--- config.mk ---
export PLATFORM = sky130hd
export DESIGN_NAME = muldiv_unit
export DESIGN_NICKNAME = d
export VERILOG_FILES = /design/src/rtl/muldiv_pkg.sv /design/src/rtl/muldiv_unit.sv
export SDC_FILE = /design/constraint.sdc
export NUM_CORES = 1
export LEC_CHECK = 0
export ABC_CLOCK_PERIOD_IN_PS = 11600
export BUFFER_PORTS_ARGS = -buffer_cell sky130_fd_sc_hd__buf_4
export CELL_PAD_IN_SITES_DETAIL_PLACEMENT = 1
export CELL_PAD_IN_SITES_GLOBAL_PLACEMENT = 2
export CORE_MARGIN = 2
export CORE_UTILIZATION = 38
export DETAILED_ROUTE_END_ITERATION = 16
export MAX_ROUTING_LAYER = met4
export PLACE_DENSITY = 0.95
export SYNTH_ARGS = -nofsm -noshare
export SYNTH_HDL_FRONTEND = slang
export SYNTH_SLANG_ARGS = --single-unit
export TNS_END_PERCENT = 50
--- constraint.sdc ---
create_clock -name clk -period 11.6 [get_ports clk]
set_input_delay 0.58 -clock clk [delete_from_list [all_inputs] [get_ports clk]]
set_output_delay 0.58 -clock clk [all_outputs]
set_load 0.02 [all_outputs]
--- src/rtl/muldiv_pkg.sv ---
// Shared encodings for the iterative multiply/divide unit: op codes, FSM states
// and the iteration counter width helper.
package muldiv_pkg;

  localparam logic [1:0] OP_MULTU = 2'b00;
  localparam logic [1:0] OP_MULT  = 2'b01;
  localparam logic [1:0] OP_DIVU  = 2'b10;
  localparam logic [1:0] OP_DIV   = 2'b11;

  localparam logic [1:0] S_IDLE  = 2'd0;
  localparam logic [1:0] S_RUN   = 2'd1;
  localparam logic [1:0] S_FIXUP = 2'd2;

  // Counter must hold WIDTH itself, hence WIDTH+1 values.
  function automatic int cnt_width(input int w);
    return $clog2(w + 1);
  endfunction

endpackage

--- src/rtl/muldiv_unit.sv ---
// Iterative MULT/MULTU/DIV/DIVU unit with architectural HI/LO. One bit per cycle
// on a shared 2*WIDTH accumulator, magnitudes in, sign correction in FIXUP.
module muldiv_unit
  import muldiv_pkg::*;
#(
  parameter int WIDTH     = 32,
  parameter bit SIGNED_EN = 1'b1
) (
  input  logic             clk,
  input  logic             rst,
  input  logic             start,
  input  logic [1:0]       op,
  input  logic [WIDTH-1:0] a,
  input  logic [WIDTH-1:0] b,
  input  logic             hi_we,
  input  logic             lo_we,
  input  logic [WIDTH-1:0] wd,
  output logic             busy,
  output logic             done,
  output logic [WIDTH-1:0] hi,
  output logic [WIDTH-1:0] lo
);

  localparam int CW = cnt_width(WIDTH);

  logic [1:0]         state;
  logic [CW-1:0]      cnt;
  logic               is_div;
  logic               neg_q;
  logic               neg_r;
  logic [WIDTH-1:0]   opb;
  logic [2*WIDTH-1:0] acc;

  // Start-side sign handling
  logic             sop, a_neg, b_neg;
  logic [WIDTH-1:0] a_mag, b_mag;

  always_comb begin
    sop   = SIGNED_EN && op[0];
    a_neg = sop && a[WIDTH-1];
    b_neg = sop && b[WIDTH-1];
    a_mag = a_neg ? WIDTH'(-a) : a;
    b_mag = b_neg ? WIDTH'(-b) : b;
  end

  // Shared iteration step: shift-add for multiply, restoring step for divide.
  // Divide keeps remainder in acc[2W-1:W] and shifts quotient bits into acc[W-1:0].
  logic [WIDTH:0]       mul_sum;
  logic [WIDTH:0]       div_shift;
  logic [WIDTH:0]       div_diff;
  logic [2*WIDTH-1:0]   step_next;

  always_comb begin
    mul_sum   = {1'b0, acc[2*WIDTH-1:WIDTH]} + (acc[0] ? {1'b0, opb} : '0);
    div_shift = {acc[2*WIDTH-1:WIDTH], acc[WIDTH-1]};
    div_diff  = div_shift - {1'b0, opb};
    step_next = {mul_sum, acc[WIDTH-1:1]};
    if (is_div) begin
      if (div_diff[WIDTH])
        step_next = {div_shift[WIDTH-1:0], acc[WIDTH-2:0], 1'b0};
      else
        step_next = {div_diff[WIDTH-1:0], acc[WIDTH-2:0], 1'b1};
    end
  end

  // Fixup-side sign correction
  logic [2*WIDTH-1:0] prod_fix;
  logic [WIDTH-1:0]   quo_fix, rem_fix;

  always_comb begin
    prod_fix = neg_q ? (2*WIDTH)'(-acc) : acc;
    quo_fix  = neg_q ? WIDTH'(-acc[WIDTH-1:0]) : acc[WIDTH-1:0];
    rem_fix  = neg_r ? WIDTH'(-acc[2*WIDTH-1:WIDTH]) : acc[2*WIDTH-1:WIDTH];
  end

  assign busy = (state != S_IDLE);

  always_ff @(posedge clk or posedge rst) begin
    if (rst) begin
      state  <= S_IDLE;
      cnt    <= '0;
      is_div <= 1'b0;
      neg_q  <= 1'b0;
      neg_r  <= 1'b0;
      opb    <= '0;
      acc    <= '0;
      done   <= 1'b0;
    end else begin
      done <= 1'b0;
      case (state)
        S_IDLE: begin
          if (start) begin
            state  <= S_RUN;
            cnt    <= CW'(WIDTH);
            is_div <= op[1];
            // A zero divisor keeps the natural all-ones quotient unsigned.
            neg_q  <= (a_neg ^ b_neg) && (|b);
            neg_r  <= a_neg;
            opb    <= b_mag;
            acc    <= {{WIDTH{1'b0}}, a_mag};
          end
        end
        S_RUN: begin
          acc <= step_next;
          cnt <= cnt - 1'b1;
          if (cnt == CW'(1)) state <= S_FIXUP;
        end
        S_FIXUP: begin
          state <= S_IDLE;
          done  <= 1'b1;
        end
        default: state <= S_IDLE;
      endcase
    end
  end

  // HI/LO: MT writes only while idle; FIXUP is the only other writer.
  always_ff @(posedge clk or posedge rst) begin
    if (rst) begin
      hi <= '0;
      lo <= '0;
    end else if (state == S_FIXUP) begin
      if (is_div) begin
        hi <= rem_fix;
        lo <= quo_fix;
      end else begin
        hi <= prod_fix[2*WIDTH-1:WIDTH];
        lo <= prod_fix[WIDTH-1:0];
      end
    end else if (state == S_IDLE) begin
      if (hi_we) hi <= wd;
      if (lo_we) lo <= wd;
    end
  end

endmodule

==> summary.md <==
| Metric | Value |
|---|---|
| Vias per Instance | 5.87 |
| Crit path DAT | 4140 ps |
| EDFF count, synth | 0 |
| Fill cells | 4494 |
| Via count | 13.9k |
| Syn Area/Cell | 7.92 um^2 |
| CP startpoint kind | register |
| Crit path required time | 11930 ps |
| Fin crit share | 32.8% |
| Final Setup Violations | 0 |
| Mapped Cells | 1780 |
| Post-cts resize count | 0 |
| Deepest clock path buffer count | 2 |
| # diodes | 0 |
| GP Congestion | 0.902 |
| Drt total wl | 51200 um |
| CTS tree | yes |
| Post-DP HPWL | 39500 um |
| Initial antenna violation count | 0 |
| Headroom to the max-slew limit | 24.8% |
| Core outline area | 36600 um^2 |
| Switching power | 2.96 mW |
| Die Footprint | 38700 um^2 |
| Cell taking the most area after synthesis | dfrtp_1 |
| P_int | 2.68 mW |
| DIE HEIGHT | 197 um |
| H-Tree Depth | 4 |
| Hold crit path type | primary input to asynchronous set/reset pin |
| Initial core utilization | 38.5% |
| Layout Nets | 2061 |
| Leakage | 7.09 nW |
| Endpoint class of the critical path | register |
| Reg clk slew, reported paths | 80 ps |
| Worst-skew pair later-pin latency | 460 ps |
| Commonest non-fill, non-tap cell in the layout | nand2_1 |
| Row Count | 70 |
| Iteration count of the initial detailed-routing pass | 5 |
| Clock sink total | 172 |
| Worst-Margin Slew | 1130 ps |
| Prevailing post-synth register cell | dfrtp_1 |
| Post-Syn Nets | 1955 |
| CTS buffer count | 17 |
| Die W | 197 um |
| Worst VDD drop | 0.000172 V |
| Total gr overflow | 0 |
| Clock power frac | 10.8% |
| Post-Syn Area | 14100 um^2 |
| Gr usage total | 27.4% |
| Max Fanout on Critical Path | 19 |
| Slew Limit Fails | 0 |
| Sequential Power Share | 23.0% |
| Vias in the first global route | 14.2k |
| Async S/R FF share, synth | 100% |
| Final min period | 3810 ps |
| Final worst slack | 7790 ps |
| Largest net degree at the start of global routing | 88 |
| Post-DRT Antenna Nets | 0 |
| Worst setup path class | register to register |
| Fin. Hold Viols | 0 |
| Core Util, Final | 44.7% |
| Non-Filler Instances | 2367 |
| Sequential cell area fraction in the yosys report | 30.5% |
| Pwr/cell area | 345 nW/um^2 |
| # port buffers | 168 |
| Layout area overhead | 15.9% |
| Netlist cell types | 71 |
| Worst R2R Path Depth | 13 |
| Reg2reg end | acc[56] |
| Max Fclk | 263 MHz |
| Worst Skew | 15.5 ps |
| Placed insts | 2335 |
| CTS Hold Bufs | 0 |
| Synth top area cells | dfrtp_1, o21ai_0, ha_1 |
| Share of Yosys cell area claimed by the top area cell type | 30.5% |
| Setup TNS | 0 ps |
| Cell Area, Placed | 15800 um^2 |
| Status | completed |
| Drt initial violations | 906 |
| RSZ-0062 raised after global routing | no |
| Yosys reg bits | 172 |
| First-pass GRT wire length | 80900 um |
| MaxCap Viol Count | 0 |
| Place WS | 7880 ps |
| DR WL/cell | 21.6 um |
| CTS Root Cell | clkbuf_16 |
| DR DRC count | 0 |
| Share of cells above drive strength 1 | 13.2% |
| R2r setup slk | 7790 ps |
| Setup bufs post-CTS | 0 |
| Yosys warnings | 0 |
| Sw frac | 52.5% |
| Combinational share of power | 66.2% |
| Critical R2R Launch | acc[31] |
| I/O pin total | 169 |
| Most frequent cells in the layout | nand2_1, o21ai_0, buf_4, dfrtp_1, nor2_1 |
| Final instance area | 16400 um^2 |
cells by family after synthesis:
family | Yosys count | share of synthesized area, %
DFF | 172 | 30.5
adders and majority gates | 72 | 6.49
muxes | 63 | 4.50
xor gates and xnor gates | 162 | 10.1
and+or+nand+nor | 580 | 19.2
buffers and inverters | 163 | 4.37
AOI/OAI and AO/OA | 568 | 24.8
metal layers:
metal / vias to the layer above / wire, um / part of all wire [%] / track usage, %
met5: - / 0 / 0 / -
met4: 0 / 988 / 1.9 / 6.74
met3: 50 / 2090 / 4.1 / 3.11
met2: 307 / 24200 / 47 / 44.4
met1: 6948 / 24000 / 47 / 36.7
li1: 6601 / - / - / -
Yosys cell counts (29+ instances only):
library cell and n:
o31ai_1 29, clkbuf_1 81, nor2_1 170, nand2_1 199
a21oi_1 148, ha_1 70, inv_1 65, dfrtp_1 172
nor3_1 34, o211ai_1 32, mux2i_1 60, xor2_1 74
o21ai_0 196, xnor2_1 88
how the worst max path moves through the flow:
stage                     depth (start not counted)  endpoint  startpoint
final                                            13   acc[56]     acc[31]
after global routing                             13   acc[56]     acc[31]
after CTS                                        13   acc[56]     acc[31]
after detailed placement                         13   acc[56]     acc[31]
after global placement                           13   acc[56]     acc[31]
after floorplan                                   1    acc[0]         rst
power groups by stage:
| stage | logic (mW) | registers (mW) | clock network (mW) |
|---|---|---|---|
| detailed placement | 3.67 | 1.30 | 0 |
| finish | 3.74 | 1.30 | 0.610 |
| CTS | 3.71 | 1.29 | 0.615 |
| global placement | 3.57 | 1.28 | 0 |
| global route | 4.08 | 1.33 | 0.635 |
| floorplan | 2.48 | 1.26 | 0 |
per-stage QoR:
stage	hold WS (ps)	total power, mW
final	131	5.64
after floorplan	446	3.74
after detailed placement	474	4.97
after CTS	156	5.61
after global routing	170	6.04
after global placement	463	4.85
registers in the layout, summed over array words and instances, names as in the netlist, 2 cells and up:
register / flops
lo: 32
acc: 64
cnt: 6
state: 2
opb: 32
hi: 32
layout make-up:
cell class	instances	area, um^2	area share [%]
repair buffers	185	1390	8.49
clock inverters	13	150	0.918
well taps	468	586	3.58
flip-flops and latches	172	4310	26.3
inverters	65	249	1.52
clock buffers	19	453	2.77
multi-input cells	1445	9220	56.4
critical path: stages, from the launching register on:
cell      delay, ps
dfrtp_1         400
inv_1           100
ha_1            220
fa_1            410
nand2b_1        180
a21o_1          190
a32oi_1         500
a31oi_1         160
nand3_1         180
nand2_1         140
xnor2_2         170
buf_4           330
mux2_2          380
a221o_1         320
(Power assumes the default switching activity.)
